[src/rtl/uart_rx_ovs.sv]
// uart_rx_ovs: 16x oversampling UART receiver with 2-of-3 voting, runtime frame format and a one-entry valid/ready holding register
module uart_rx_ovs #(
    parameter int DLY        = 1,
    parameter int DATA_WIDTH = 9,
    parameter int DIV_WIDTH  = 16
) (
    input  logic                  clk_i,
    input  logic                  rst_n_i,
    input  logic                  cfg_en_i,
    input  logic [DIV_WIDTH-1:0]  cfg_div_i,
    input  logic [3:0]            cfg_dbits_i,
    input  logic [1:0]            cfg_parity_i,
    input  logic                  cfg_stop_i,
    input  logic                  rx_i,
    output logic [DATA_WIDTH-1:0] rx_data_o,
    output logic                  rx_perr_o,
    output logic                  rx_ferr_o,
    output logic                  rx_vld_o,
    input  logic                  rx_rdy_i,
    output logic                  brk_o,
    output logic                  ovr_o,
    input  logic                  ovr_clr_i,
    output logic                  busy_o
);
    typedef enum logic [2:0] {IDLE, START, DATA, PARITY, STOP, BRKWAIT} state_t;
    localparam logic [3:0] DW4 = 4'(DATA_WIDTH);
    if (DATA_WIDTH < 5 || DATA_WIDTH > 9 || DLY < 0) begin : g_param_err
        $error("uart_rx_ovs: illegal parameter value");
    end
    state_t                state, state_nxt;
    logic                  rx_m, rx_s;
    logic [DIV_WIDTH-1:0]  div_cnt;
    logic [3:0]            s, bit_cnt, nbits;
    logic                  samp7, samp8, vote, tick, decide, wrap, start_det, done;
    logic                  par_en, par_exp, par_one, brk_cand, brk_first, brk, last_stop;
    logic [DATA_WIDTH-1:0] shreg;
    logic                  perr, ferr, ovr_set;
    assign nbits     = (cfg_dbits_i < 4'd5) ? 4'd5 : (cfg_dbits_i > DW4) ? DW4 : cfg_dbits_i;
    assign tick      = div_cnt == cfg_div_i;
    assign decide    = tick && s == 4'd9;
    assign wrap      = tick && s == 4'd15;
    assign vote      = (samp7 & samp8) | (samp7 & rx_s) | (samp8 & rx_s);
    assign start_det = state == IDLE && cfg_en_i && !rx_s;
    assign par_en    = ^cfg_parity_i;
    assign par_exp   = ^shreg ^ ~cfg_parity_i[1];
    assign last_stop = !cfg_stop_i || bit_cnt[0];
    assign done      = cfg_en_i && state == STOP && decide && last_stop;
    // Break: data and parity already seen as 0, first stop bit votes 0 now
    assign brk_first = shreg == '0 && !par_one && !vote;
    assign brk       = (bit_cnt == 4'd0) ? brk_first : brk_cand;
    assign ovr_set   = done && rx_vld_o && !rx_rdy_i;
    assign busy_o    = state != IDLE;
    always_ff @(posedge clk_i or negedge rst_n_i) begin
        if (!rst_n_i) begin
            rx_m  <= 1'b1;
            rx_s  <= 1'b1;
            state <= IDLE;
        end else begin
            rx_m  <= rx_i;
            rx_s  <= rx_m;
            state <= state_nxt;
        end
    end
    always_comb begin
        state_nxt = state;
        case (state)
            IDLE:    state_nxt = start_det ? START : IDLE;
            START:   state_nxt = (decide && vote) ? IDLE : wrap ? DATA : START;
            DATA:    state_nxt = (wrap && bit_cnt == nbits - 4'd1) ? (par_en ? PARITY : STOP) : DATA;
            PARITY:  state_nxt = wrap ? STOP : PARITY;
            STOP:    state_nxt = done ? (brk ? BRKWAIT : IDLE) : STOP;
            BRKWAIT: state_nxt = rx_s ? IDLE : BRKWAIT;
            default: state_nxt = IDLE;
        endcase
        if (!cfg_en_i) state_nxt = IDLE;
    end
    always_ff @(posedge clk_i or negedge rst_n_i) begin
        if (!rst_n_i) begin
            div_cnt  <= '0;
            s        <= '0;
            bit_cnt  <= '0;
            samp7    <= 1'b1;
            samp8    <= 1'b1;
            shreg    <= '0;
            perr     <= 1'b0;
            ferr     <= 1'b0;
            par_one  <= 1'b0;
            brk_cand <= 1'b0;
        end else if (start_det) begin
            div_cnt  <= '0;
            s        <= '0;
            bit_cnt  <= '0;
            shreg    <= '0;
            perr     <= 1'b0;
            ferr     <= 1'b0;
            par_one  <= 1'b0;
            brk_cand <= 1'b0;
        end else if (state != IDLE) begin
            div_cnt <= tick ? '0 : div_cnt + 1'b1;
            if (tick) s <= s + 4'd1;
            if (tick && s == 4'd7) samp7 <= rx_s;
            if (tick && s == 4'd8) samp8 <= rx_s;
            // Bit index restarts whenever the frame moves to its next field
            if (wrap) bit_cnt <= (state_nxt != state) ? 4'd0 : bit_cnt + 4'd1;
            if (decide && state == DATA) shreg <= shreg | ({{(DATA_WIDTH-1){1'b0}}, vote} << bit_cnt);
            if (decide && state == PARITY) begin
                perr    <= vote != par_exp;
                par_one <= vote;
            end
            if (decide && state == STOP) begin
                ferr <= ferr | ~vote;
                if (bit_cnt == 4'd0) brk_cand <= brk_first;
            end
        end
    end
    always_ff @(posedge clk_i or negedge rst_n_i) begin
        if (!rst_n_i) begin
            rx_data_o <= '0;
            rx_perr_o <= 1'b0;
            rx_ferr_o <= 1'b0;
            rx_vld_o  <= 1'b0;
            brk_o     <= 1'b0;
            ovr_o     <= 1'b0;
        end else begin
            brk_o <= done && brk;
            ovr_o <= ovr_set || (ovr_o && !ovr_clr_i);
            if (done && (!rx_vld_o || rx_rdy_i)) begin
                rx_data_o <= shreg;
                rx_perr_o <= perr;
                rx_ferr_o <= ferr | ~vote;
                rx_vld_o  <= 1'b1;
            end else if (!done && rx_rdy_i) begin
                rx_vld_o  <= 1'b0;
            end
        end
    end
endmodule

[config.mk]
export PLATFORM = sky130hd
export DESIGN_NAME = uart_rx_ovs
export DESIGN_NICKNAME = d
export VERILOG_FILES = /design/src/rtl/uart_rx_ovs.sv
export SDC_FILE = /design/constraint.sdc
export NUM_CORES = 1
export LEC_CHECK = 0
export ABC_AREA = 1
export CELL_PAD_IN_SITES_DETAIL_PLACEMENT = 0
export CELL_PAD_IN_SITES_GLOBAL_PLACEMENT = 1
export CORE_AREA = 2 2 92 94
export DETAILED_ROUTE_END_ITERATION = 6
export DIE_AREA = 0 0 94 96
export MAX_ROUTING_LAYER = met4
export PLACE_DENSITY = 0.86
export SYNTH_ARGS = -nofsm -noshare
export SYNTH_HDL_FRONTEND = slang
export SYNTH_SLANG_ARGS = --single-unit
[constraint.sdc]
create_clock -name clk_i -period 4.1 [get_ports clk_i]
set_input_delay 0.41 -clock clk_i [delete_from_list [all_inputs] [get_ports clk_i]]
set_output_delay 0.41 -clock clk_i [all_outputs]
set_load 0.005 [all_outputs]
==> results.sh <==
export IMPL_fmax_ghz=0.3944
export IMPL_min_path_type="primary input to async pin"
export IMPL_grt_max_degree=37
export IMPL_grt_antenna_before_repair=0
export IMPL_synth_xor_area_share_pct=2.799
export IMPL_cts_tree="yes"
export IMPL_drv_slew=0
export IMPL_status="complete, no violations"
export IMPL_coreArea_um2=8051
export IMPL_skew_ns=0.01074
export IMPL_drv_cap=0
export IMPL_place_congestion=0.8453
export IMPL_syn_nets=509
export IMPL_die_w_um=94
export IMPL_worstMarginPinSlew_ns=0.7456
export IMPL_grt_pass1_wl_um=12800
export IMPL_min_period_ns=2.536
export IMPL_cts_resized_gates=0
export IMPL_design_area_um2=4213
export IMPL_synth_adder_area_share_pct=4.289
export IMPL_first_iter_violations=206
export IMPL_power_switching_mw=0.3635
export IMPL_setup_viol=0
export IMPL_hold_violations=0
export IMPL_post_drt_wl_per_cell_um=11.84
export IMPL_syn_area_um2=3442
export IMPL_grt_pass1_vias=2768
export IMPL_cp_end_kind="flop"
export IMPL_portBuffers=43
export IMPL_clkPwrFrac_pct=42.3
export IMPL_grt_overflow=0
export IMPL_diodes=0
export IMPL_ir_drop_mv=0.2155
export IMPL_r2r_start="state[0]"
export IMPL_required_ns=4.32
export IMPL_cts_buffers=9
export IMPL_grt_total_usage_pct=18.65
export IMPL_ios=44
export IMPL_vias_per_cell=4.843
export IMPL_dieArea_um2=9024
export IMPL_rows=33
export IMPL_cts_clk_slew_worst_paths_ns=0.07
export IMPL_cts_max_path_buffers=2
export IMPL_startpoint="cfg_en_i"
export IMPL_fin_crit_sh_pct=61.85
export IMPL_root_buffer="clkbuf_8"
export IMPL_ys_types=31
export IMPL_slew_headroom_pct=50.15
export IMPL_ys_ff_latch=58
export IMPL_die_height_um=96
export IMPL_nets=561
export IMPL_placed_area_um2=3995
export IMPL_hpwlAfterDp_um=5650
export IMPL_seq_power_share_pct=44.7
export IMPL_start_kind="primary input"
export IMPL_switching_share_pct=26.06
export IMPL_powerDensity_nw_per_um2=331.1
export IMPL_ys_warnings_count=0
export IMPL_path_class="primary input to flop"
export IMPL_cell_internal_pwr_mw=1.031
export IMPL_layout_drive_gt1_share_pct=9.506
export IMPL_drt_wl_total_um=7471
export IMPL_cp_arrival_ns=2.76
export IMPL_drt_pass1_iter_count=5
export IMPL_synth_area_per_cell_um2=7.339
export IMPL_insertion_delay_ns=0.34
export IMPL_synthMuxAreaShare_pct=0.5816
export IMPL_yosysSeqAreaShare_pct=42.31
export IMPL_p_total_mw=1.395
export IMPL_tns_ns=0
export IMPL_initial_core_util_pct=42.75
export IMPL_syn_inst=469
export IMPL_power_frac_comb_pct=12.9
export IMPL_synth_top_family_by_area="simple AND/OR/NAND/NOR gates"
export IMPL_rsz0062_at_grt="false"
export IMPL_ant_nets=0
export IMPL_cts_sinks=58
export IMPL_syn_to_final_growth_pct=22.39
export IMPL_postCtsSetupRepairBufs=0
export IMPL_route_detailed_drc=0
export IMPL_synth_simple_area_share_pct=31.70
export IMPL_leakage_nw=2.077
export IMPL_crit_path_max_fanout=15
export IMPL_holdBufCountCts=0
export IMPL_synth_compound_area_share_pct=8.397
export IMPL_cts_max_level=3
export IMPL_num_vias=3056
[power groups by stage]
stage               Combinational (mW)  Sequential, mW  Clock, mW
CTS                              0.183           0.623      0.601
finish                           0.181           0.624      0.591
global route                     0.206           0.628      0.627
detailed placement               0.182           0.634          0
floorplan                        0.103           0.628          0
global placement                 0.179           0.633          0
[metal layers]
| metal | wire, um | track usage, % | vias to the layer above |
|---|---|---|---|
| li1 | - | - | 1584 |
| met2 | 3195 | 27.20 | 65 |
| met5 | 0 | - | - |
| met4 | 78 | 5.797 | 0 |
| met3 | 359 | 4.072 | 11 |
| met1 | 3837 | 26.10 | 1396 |
[critical path: stages]
cell and delay, ns:
clkdlybuf4s50_1 0.59, inv_1 0.13, nor3_4 0.60, nor2_4 0.15, nor2_4 0.17, nand3_1 0.10, inv_2 0.10, nand3_2 0.08
nor2_2 0.14, nand3_1 0.10, o21ai_1 0.13, a21oi_1 0.05
[layout by cell type (no fill, tap or decap), types with 7 or more instances in the layout]
cell type / n
nor3_1: 18
o21ai_0: 13
nor2_1: 33
a21oi_1: 27
clkdlybuf4s50_1: 42
inv_2: 9
nand4_1: 10
xor2_1: 7
o21ai_1: 12
nand3_1: 27
clkbuf_8: 10
nand2_1: 130
dfrtp_1: 54
inv_1: 75
ha_1: 11
[registers in the layout, indices dropped and copies added, names as in the netlist, 3 cells and up]
signal and cells:
bit_cnt 4, div_cnt 16, rx_data_o 9, s 4, shreg 9, state 3
[cell usage after synthesis]
cell,n,area (um^2)
inv_2,9,33.78
o21ai_1,12,60.06
maj3_1,1,10.01
nor3_4,2,32.53
o22ai_1,2,12.51
dfstp_2,4,105.1
xor2_1,7,61.31
clkinv_1,2,7.510
nor3_1,18,90.09
o31ai_1,1,7.510
dfrtp_1,54,1351
nand2_1,130,488.0
nand3_2,4,40.04
nand4_1,10,62.56
a221oi_1,1,8.760
mux2i_1,2,20.02
nor2_1,33,123.9
nor3_2,1,10.01
xnor2_1,4,35.03
nand2_2,4,25.02
nor2_2,4,25.02
and3_1,1,6.260
nor4_1,3,18.77
nor2_4,3,33.78
ha_1,11,137.6
a21oi_1,27,135.1
buf_2,3,15.01
o21ai_0,13,65.06
nand3_1,27,135.1
clkbuf_1,1,3.750
inv_1,75,281.5
[kinds of logic after synthesis]
logic type / after synthesis
flip-flops: 58
buffers and inverters: 90
AND/OR/NAND/NOR: 240
XOR/XNOR: 11
multiplexers: 2
adder cells (fa/ha/maj): 12
AO/OA/AOI/OAI: 56
[path summary, 6_finish.rpt]
| kind | end | slack [ns] | depth (start not counted) |
|---|---|---|---|
| worst max register to register | div_cnt[15] | 1.68 | 12 |
| worst min register to register | rx_s | 0.36 | 0 |
| worst max-delay path | div_cnt[15] | 1.56 | 12 |
| min in group clk_i | rx_s | 0.36 | 0 |
| max in group asynchronous | div_cnt[11] | 3.21 | 2 |
| worst min-delay path | par_one | 0.04 | 1 |
[final cells by class]
cell class | instances | area, um^2
Tap cell | 105 | 131.4
Clock inverter | 6 | 80.08
Fill cell | 803 | 3839
Multi-Input combinational cell | 321 | 1644
Inverter | 86 | 322.8
Clock buffer | 10 | 137.6
Timing Repair Buffer | 45 | 440.4
Sequential cell | 58 | 1456
[per-stage QoR]
stage               util [%]  hold WS (ns)  setup slack, ns  instances
global placement       49.62        0.3468            1.209        615
detailed placement     49.62        0.3485            1.221        615
floorplan                  -        0.1144            2.064        469
CTS                    52.32       0.05053            1.558        631
global route           52.32       0.07477            1.315        631
finish                 52.32       0.04034            1.564        631
No activity file was read; power rests on OpenSTA's default activity.
